## src/rtl/multicycle_controller_if.sv

```systemverilog
// Control bundle between the multicycle controller and the RV32I datapath.
// The master side is the controller. It reads the opcode and the status inputs,
// and it drives every mux select, enable and memory strobe.
interface multicycle_controller_if;

  // Status coming back from the instruction register, memory and ALU
  logic [6:0] Opcode;
  logic       mem_ready;
  logic       BranchTaken;

  // Control driven into the datapath
  logic       PCWrite;
  logic       IRWrite;
  logic       MemRead;
  logic       MemWrite;
  logic       IorD;
  logic       RegWrite;
  logic [1:0] WBSel;
  logic [1:0] ALUSrcA;
  logic [1:0] ALUSrcB;
  logic [2:0] ALUOp;
  logic       PCSrc;
  logic       instr_done;
  logic       illegal_instr;

  modport master (
    input  Opcode, mem_ready, BranchTaken,
    output PCWrite, IRWrite, MemRead, MemWrite, IorD, RegWrite, WBSel,
           ALUSrcA, ALUSrcB, ALUOp, PCSrc, instr_done, illegal_instr
  );

  modport slave (
    output Opcode, mem_ready, BranchTaken,
    input  PCWrite, IRWrite, MemRead, MemWrite, IorD, RegWrite, WBSel,
           ALUSrcA, ALUSrcB, ALUOp, PCSrc, instr_done, illegal_instr
  );

endinterface

```

## src/rtl/multicycle_controller.sv

```systemverilog
// Moore sequencer for the shared-memory multicycle RV32I datapath.
// Each instruction moves through fetch, decode, execute, memory and write-back
// steps. Every output depends only on the current state. Inside a few states,
// an output is also gated by mem_ready or BranchTaken.
// An unsupported opcode parks the machine in TRAP until reset.
module multicycle_controller (
  input  logic                   clk,
  input  logic                   rst_n,
  multicycle_controller_if.master bus
);

  localparam logic [6:0] OP_R    = 7'b0110011;
  localparam logic [6:0] OP_I    = 7'b0010011;
  localparam logic [6:0] OP_LW   = 7'b0000011;
  localparam logic [6:0] OP_SW   = 7'b0100011;
  localparam logic [6:0] OP_BR   = 7'b1100011;
  localparam logic [6:0] OP_JAL  = 7'b1101111;
  localparam logic [6:0] OP_JALR = 7'b1100111;

  typedef enum logic [3:0] {
    S_RESET,
    S_FETCH,
    S_DECODE,
    S_EXEC,
    S_WB_ALU,
    S_MEM_ADDR,
    S_MEM_RD,
    S_WB_MEM,
    S_MEM_WR,
    S_BRANCH,
    S_JUMP,
    S_JALR_ADDR,
    S_TRAP
  } state_t;

  state_t state_q, state_d;

  // State register: an asynchronous reset drops the strobes at once and restarts from RESET
  always_ff @(posedge clk or negedge rst_n) begin
    if (!rst_n) begin
      state_q <= S_RESET;
    end else begin
      state_q <= state_d;
    end
  end

  // Next-state and Moore outputs: everything defaults to 0, and each state raises only what it needs
  always_comb begin
    state_d           = state_q;
    bus.PCWrite       = 1'b0;
    bus.IRWrite       = 1'b0;
    bus.MemRead       = 1'b0;
    bus.MemWrite      = 1'b0;
    bus.IorD          = 1'b0;
    bus.RegWrite      = 1'b0;
    bus.WBSel         = 2'b00;
    bus.ALUSrcA       = 2'b00;
    bus.ALUSrcB       = 2'b00;
    bus.ALUOp         = 3'b000;
    bus.PCSrc         = 1'b0;
    bus.instr_done    = 1'b0;
    bus.illegal_instr = 1'b0;

    case (state_q)
      S_RESET: begin
        state_d = S_FETCH;
      end

      S_FETCH: begin
        bus.MemRead = 1'b1;
        bus.IorD    = 1'b0;
        bus.ALUSrcA = 2'b00;
        bus.ALUSrcB = 2'b01;
        bus.ALUOp   = 3'b001;
        bus.PCSrc   = 1'b0;
        bus.IRWrite = bus.mem_ready;
        bus.PCWrite = bus.mem_ready;
        if (bus.mem_ready) begin
          state_d = S_DECODE;
        end
      end

      S_DECODE: begin
        // Precompute the PC-relative target (OldPC + imm) into ALUOut for branches and JAL
        bus.ALUSrcA = 2'b01;
        bus.ALUSrcB = 2'b10;
        bus.ALUOp   = 3'b001;
        case (bus.Opcode)
          OP_R, OP_I:    state_d = S_EXEC;
          OP_LW, OP_SW:  state_d = S_MEM_ADDR;
          OP_BR:         state_d = S_BRANCH;
          OP_JAL:        state_d = S_JUMP;
          OP_JALR:       state_d = S_JALR_ADDR;
          default:       state_d = S_TRAP;
        endcase
      end

      S_EXEC: begin
        bus.ALUSrcA = 2'b10;
        if (bus.Opcode == OP_I) begin
          bus.ALUSrcB = 2'b10;
          bus.ALUOp   = 3'b010;
        end else begin
          bus.ALUSrcB = 2'b00;
          bus.ALUOp   = 3'b000;
        end
        state_d = S_WB_ALU;
      end

      S_WB_ALU: begin
        bus.RegWrite   = 1'b1;
        bus.WBSel      = 2'b00;
        bus.instr_done = 1'b1;
        state_d        = S_FETCH;
      end

      S_MEM_ADDR: begin
        bus.ALUSrcA = 2'b10;
        bus.ALUSrcB = 2'b10;
        bus.ALUOp   = 3'b001;
        if (bus.Opcode == OP_LW) begin
          state_d = S_MEM_RD;
        end else begin
          state_d = S_MEM_WR;
        end
      end

      S_MEM_RD: begin
        bus.MemRead = 1'b1;
        bus.IorD    = 1'b1;
        if (bus.mem_ready) begin
          state_d = S_WB_MEM;
        end
      end

      S_WB_MEM: begin
        bus.RegWrite   = 1'b1;
        bus.WBSel      = 2'b01;
        bus.instr_done = 1'b1;
        state_d        = S_FETCH;
      end

      S_MEM_WR: begin
        bus.MemWrite   = 1'b1;
        bus.IorD       = 1'b1;
        bus.instr_done = bus.mem_ready;
        if (bus.mem_ready) begin
          state_d = S_FETCH;
        end
      end

      S_BRANCH: begin
        bus.ALUSrcA    = 2'b10;
        bus.ALUSrcB    = 2'b00;
        bus.ALUOp      = 3'b100;
        bus.PCSrc      = 1'b1;
        bus.PCWrite    = bus.BranchTaken;
        bus.instr_done = 1'b1;
        state_d        = S_FETCH;
      end

      S_JUMP: begin
        // The link value PC (already PC+4) is written on the same edge that loads the target
        bus.RegWrite   = 1'b1;
        bus.WBSel      = 2'b10;
        bus.PCWrite    = 1'b1;
        bus.PCSrc      = 1'b1;
        bus.instr_done = 1'b1;
        state_d        = S_FETCH;
      end

      S_JALR_ADDR: begin
        bus.ALUSrcA = 2'b10;
        bus.ALUSrcB = 2'b10;
        bus.ALUOp   = 3'b010;
        state_d     = S_JUMP;
      end

      S_TRAP: begin
        bus.illegal_instr = 1'b1;
        state_d           = S_TRAP;
      end

      default: begin
        state_d = S_RESET;
      end
    endcase
  end

endmodule

```

## src/flat_wrapper.sv

```systemverilog
// flat-port wrapper written by rule: the top's interface ports become plain ports
module multicycle_controller_flat 
  (clk, rst_n, bus_Opcode, bus_mem_ready, bus_BranchTaken, bus_PCWrite, bus_IRWrite, bus_MemRead, bus_MemWrite, bus_IorD, bus_RegWrite, bus_WBSel, bus_ALUSrcA, bus_ALUSrcB, bus_ALUOp, bus_PCSrc, bus_instr_done, bus_illegal_instr);
  multicycle_controller_if bus_i ();
  input  logic clk;
  input  logic rst_n;
  input wire logic [$bits(bus_i.Opcode)-1:0] bus_Opcode;
  input wire logic [$bits(bus_i.mem_ready)-1:0] bus_mem_ready;
  input wire logic [$bits(bus_i.BranchTaken)-1:0] bus_BranchTaken;
  output wire logic [$bits(bus_i.PCWrite)-1:0] bus_PCWrite;
  output wire logic [$bits(bus_i.IRWrite)-1:0] bus_IRWrite;
  output wire logic [$bits(bus_i.MemRead)-1:0] bus_MemRead;
  output wire logic [$bits(bus_i.MemWrite)-1:0] bus_MemWrite;
  output wire logic [$bits(bus_i.IorD)-1:0] bus_IorD;
  output wire logic [$bits(bus_i.RegWrite)-1:0] bus_RegWrite;
  output wire logic [$bits(bus_i.WBSel)-1:0] bus_WBSel;
  output wire logic [$bits(bus_i.ALUSrcA)-1:0] bus_ALUSrcA;
  output wire logic [$bits(bus_i.ALUSrcB)-1:0] bus_ALUSrcB;
  output wire logic [$bits(bus_i.ALUOp)-1:0] bus_ALUOp;
  output wire logic [$bits(bus_i.PCSrc)-1:0] bus_PCSrc;
  output wire logic [$bits(bus_i.instr_done)-1:0] bus_instr_done;
  output wire logic [$bits(bus_i.illegal_instr)-1:0] bus_illegal_instr;
  assign bus_i.Opcode = bus_Opcode;
  assign bus_i.mem_ready = bus_mem_ready;
  assign bus_i.BranchTaken = bus_BranchTaken;
  assign bus_PCWrite = bus_i.PCWrite;
  assign bus_IRWrite = bus_i.IRWrite;
  assign bus_MemRead = bus_i.MemRead;
  assign bus_MemWrite = bus_i.MemWrite;
  assign bus_IorD = bus_i.IorD;
  assign bus_RegWrite = bus_i.RegWrite;
  assign bus_WBSel = bus_i.WBSel;
  assign bus_ALUSrcA = bus_i.ALUSrcA;
  assign bus_ALUSrcB = bus_i.ALUSrcB;
  assign bus_ALUOp = bus_i.ALUOp;
  assign bus_PCSrc = bus_i.PCSrc;
  assign bus_instr_done = bus_i.instr_done;
  assign bus_illegal_instr = bus_i.illegal_instr;
  multicycle_controller u_core (.clk(clk), .rst_n(rst_n), .bus(bus_i));
endmodule
```

## config.mk

```make
export PLATFORM = sky130hd
export DESIGN_NAME = multicycle_controller_flat
export DESIGN_NICKNAME = d
export VERILOG_FILES = /design/src/rtl/multicycle_controller_if.sv /design/src/rtl/multicycle_controller.sv /design/src/flat_wrapper.sv
export SDC_FILE = /design/constraint.sdc
export NUM_CORES = 1
export LEC_CHECK = 0
export BUFFER_PORTS_ARGS = -buffer_cell sky130_fd_sc_hd__buf_2
export CORE_ASPECT_RATIO = 1.4
export CORE_UTILIZATION = 30
export CTS_BUF_LIST = sky130_fd_sc_hd__clkbuf_8
export DETAILED_ROUTE_END_ITERATION = 8
export GPL_TIMING_DRIVEN = 0
export PLACE_DENSITY = 0.59
export SLEW_MARGIN = 40
export SYNTH_ARGS = -nofsm -noshare
export SYNTH_HDL_FRONTEND = slang
export SYNTH_SLANG_ARGS = --single-unit
```

## constraint.sdc

```tcl
create_clock -name clk -period 2.4 [get_ports clk]
set_clock_uncertainty 0.15 [all_clocks]
set_input_delay 0.12 -clock clk [delete_from_list [all_inputs] [get_ports clk]]
set_output_delay 0.12 -clock clk [all_outputs]
set_load 0.01 [all_outputs]
```

After elaboration in Yosys (flattened, before gate mapping) --
Index checks and enable logic that the tools add are counted.
Cells by class: equal/unequal tests 22, mux-type cells 21, reductions and logical operators 13
Operators with widths (count):
- 4-bit one-hot mux with 9 select lines | 1
- 7-bit == test, second input constant | 3
- 4-bit == test, second input constant | 5
- 4-bit one-hot mux with 5 select lines | 1
- 4-bit by 3-bit == test with 1-bit output, second input constant | 4
- 4-bit two-way mux | 4
- 7-bit by 6-bit == test with 1-bit output, second input constant | 2
- 3-bit one-hot mux with 4 select lines | 1
- 2-bit OR reduction | 5
- 3-bit OR reduction | 3
- 4-bit by 2-bit == test with 1-bit output, second input constant | 2
- 2-bit one-hot mux with 2 select lines | 2
- 4-bit OR reduction | 2
- 7-bit by 2-bit == test with 1-bit output, second input constant | 1
- 7-bit by 5-bit == test with 1-bit output, second input constant | 1
- 1-bit two-way mux | 7
- 2-bit != test, second input constant | 3
- 2-bit one-hot mux with 3 select lines | 1
- 5-bit OR reduction | 1
- 4-bit by 1-bit == test with 1-bit output, second input constant | 1
- 4-bit zero test | 1
- 2-bit two-way mux | 2
- 1-bit one-hot mux with 3 select lines | 1
- 3-bit AND reduction | 1
- 1-bit one-hot mux with 2 select lines | 1
Storage, ports and cells: flip-flop bits (word level) 4, input bits 11, output and inout port bits 18, logic and storage cells 57

Logic depth before layout (Yosys ltp) --
depth in word-level cells 4, mapped depth 6, depth with buffers taken out 5

Worst setup path before layout --
OpenSTA, ideal clock, no wires.
path kind register -> register, start reg u_core.state_q[2], end reg u_core.state_q[0], library setup time 65 ps, arrival time 1265 ps, data required time 2185 ps, path slack 920 ps, cell stages (with the launch flop) 6, buffers on the path 0, clock period less this slack 1480 ps, path through dfrtp_1 -> nand2b_1 -> nor3_1 -> nand2b_1 -> o21ai_0 -> a22o_1
Between the ends: word-level cells in the longest chain between the ends 3, elaborated cells between the ends (all ways) 19, classes of those cells eq/ne (15); mux (1); reduce/logical (3)
Ends and longest elaborated chain:
- start, declared | RTL line multicycle_controller.sv:36 | state_t state_q, state_d;
- start signal, assigned | RTL line multicycle_controller.sv:43 | state_q <= state_d;
- 4-bit by 3-bit == test with 1-bit output (tied with other cells) | RTL line multicycle_controller.sv:64 | case (state_q)
- 5-bit OR reduction (no source line) / 2-bit != test (equally long branches)
- 4-bit one-hot mux with 9 select lines / 3-bit AND reduction (equally long branches)
Parallel ways exist; a longest one is shown, timed or not. A chain may end at the register's enable or synchronous reset.

Worst setup path after layout --
start reg u_core.state_q[2], end out bus_RegWrite
Between the ends: word-level cells in the longest chain between the ends 3, elaborated cells between the ends (all ways) 5, classes of those cells eq/ne (3); mux (1); reduce/logical (1)
Ends and longest elaborated chain:
- 4-bit by 3-bit == test with 1-bit output / 4-bit == test (equally long branches) | RTL line multicycle_controller.sv:64
- 3-bit OR reduction (no source line) *
- 1-bit two-way mux * | RTL line multicycle_controller.sv:64
- end, declared | RTL line flat_wrapper.sv:15 | output wire logic [$bits(bus_i.RegWrite)-1:0] bus_RegWrite;
Every way passes the cells marked *; elsewhere a longest branch is shown, timed or not.

==> results.md <==
* Fin crit period at 1799 ps
* Layout fillers at 228
* Synthesized area at 684.4 sq um
* First-pass detailed-route iteration total at 4
* Crit path DAT at 1530 ps
* Placement Cell Area at 852.1 sq um
* Post-route setup TNS at 0 ps
* Multi-input logic area at 528.0 sq um
* # nets final at 137
* Endpoint class of the critical path: output pin
* Top post-synthesis cells by count: nor2_1 (12), a21oi_1 (8), nand2b_1 (7)
* Initial DRC count at 25
* Peak VDD IR at 0.2943 mV
* Max reg flops at 4
* DP HPWL at 1486 um
* Count of cell types in the netlist at 42
* Row count at 20
* Postcts setup bufs at 0
* Final Hold Viols at 0
* Slew Viols, Final at 0
* Period utilisation layout at 74.94%
* Ranking of synthesized cells by area: dfrtp_1 (15%), nor2_1 (6.6%), nand2b_1 (6.4%)
* DR WL/cell at 12.95 um
* LEAKAGE at 0.4256 nW
* Worst slew pin tran at 412.0 ps
* First-pass GRT wire length at 3111 um
* # IOs at 29
* Yosys reg bits at 4
* Slew HR at 72.53%
* Cell area after layout at 903.4 sq um
* Core ar. at 2152 sq um
* Worst-skew pair later-pin latency at 220 ps
* Critical path class: register to output pin
* Seq/Total Area, Yosys at 14.63%
* Via Count at 809
* Status: finished clean
* Post-synth EDFFs at 0
* Final WL at 1891 um
* Post-synth top area share at 14.63%
* Average size of a mapped cell at 7.439 sq um
* Syn_nets at 103
* Worst Hold Class: input pin to async pin
* Pwr/cell area at 1187 nW/um^2
* Die extent in x at 42.37 um
* Max-cap violations at 0
* CTS tree: built
* Data required, critical path at 2130 ps
* Cts bufs inserted at 3
* Post-DRT Antenna Nets at 0
* Critical Path Source Type: register
* Vias in the first global route at 698
* Most flop-heavy register: u_core.state_q
* Port buffer count at 28
* Post-synth top area cell: dfrtp_1
* Reg area at 100.1 sq um
* Drt drc at 0
* Top_reg_cell synth: dfrtp_1
* Initial Util at 31.80%
* Post-Synthesis Cells at 92
* Syn-to-layout area delta at 31.99%
* Final Wtd Congestion at 0.8284
* Die area at 2479 sq um
* CTS Buffer Depth at 2
* Final setup fails at 0
* Final Util at 41.98%
* GRT Residual Overflow at 0
* Largest registers: u_core.state_q: 4 flops
* CTS Sinks at 4
* CTS root buf: clkbuf_8
* Most common cell in the synthesized netlist: nor2_1
* Layout cells sized above 1 at 37.10%
* Largest net degree at the start of global routing at 11
* Ys async rst share at 100.0%
* CP Max Fanout at 10
* Post-DR vias/cell at 5.541
* Max Clock Freq at 556.0 MHz
* H-tree levels at 1
* Total track usage at 15.76%
* Unrepaired setup endpoints after global routing: false
* Antenna cells at 0
* Synth warnings at 0
* DIE HEIGHT at 58.52 um
* Reg clk slew, reported paths at 30 ps
* Initial antenna violation count at 0
## area by class of cell
class                      instances  share of cell area, %
tap                               22                  3.047
clock buffer                       3                  4.571
timing repair buffer              29                  16.62
sequential                         4                  11.08
inverter                           2                 0.8310
buffer                             7                  5.402
multi-input combinational         79                  58.45
## cell usage in the layout, fill, tap and decap left out, drive strengths merged, types with 4 or more instances in the layout
cell type,count
buf,34
nand2,5
nor2b,4
nand2b,9
nor3,5
a21oi,8
dfrtp,4
nor2,12
o21ai,7
clkbuf,4
## worst max-delay path: stages (launching register included)
cell and delay, ps:
dfrtp_1 380, buf_2 250, nand2_1 130, nor2_1 170
o21ai_1 120, o31ai_1 90, buf_2 160
## logic make-up after synthesis
logic type	after synthesis	synth area share [%]
and+or+nand+nor	46	42.96
AOI/OAI and AO/OA	29	28.15
buffers and inverters	9	8.226
muxes	3	4.753
DFF	4	14.63
xor gates and xnor gates	1	1.280
## routing by layer
| layer | GRT usage (%) | up-vias | routed length [um] |
|---|---|---|---|
| li1 | - | 407 | - |
| met1 | 20.38 | 374 | 814 |
| met2 | 26.37 | 24 | 974 |
| met3 | 2.147 | 4 | 64 |
| met4 | 6.250 | 0 | 39 |
| met5 | 0 | - | 0 |
## path summary, 6_finish.rpt
path / from / to / slack, ps / depth (start not counted)
setup reg to reg: u_core.state_q[3]$_DFFE_PN0P_ / u_core.state_q[0]$_DFFE_PN0P_ / 810 / 5
max in group asynchronous: rst_n / u_core.state_q[3]$_DFFE_PN0P_ / 1890 / 2
hold / removal: rst_n / u_core.state_q[2]$_DFFE_PN0P_ / 90 / 2
min in group clk: bus_mem_ready / u_core.state_q[0]$_DFFE_PN0P_ / 90 / 3
hold reg to reg: u_core.state_q[3]$_DFFE_PN0P_ / u_core.state_q[1]$_DFFE_PN0P_ / 480 / 3
setup / recovery: u_core.state_q[2]$_DFFE_PN0P_ / bus_RegWrite / 600 / 6
## power breakdown
group / leakage, nW / total [W] / switching (W) / internal, W
Clock: 0.0216 / 0.000144 / 0.0000368 / 0.000107
Combinational: 0.353 / 0.000797 / 0.000444 / 0.000352
Sequential: 0.0511 / 0.000132 / 0.0000342 / 0.0000979
## what timing repair did
item	4_1_cts	5_1_grt
hold endpoints to repair	4	0
hold buffers	1	0
gates resized for setup	0	0
## metrics by stage
step | instances | power [W] | worst slack, ps | hold WS, ps
4_1_cts | 146 | 0.001078 | 621.6 | 81.27
2_1_floorplan | 92 | 0.0007047 | 919.7 | -325.6
3_5_place_dp | 142 | 0.0009286 | 820.9 | -222.6
6_report | 146 | 0.001072 | 601.5 | 88.77
5_1_grt | 146 | 0.001164 | 481.3 | 120.2
3_3_place_gp | 142 | 0.0009267 | 828.3 | -226.7
Note: power is estimated with default switching activity, not from simulation.
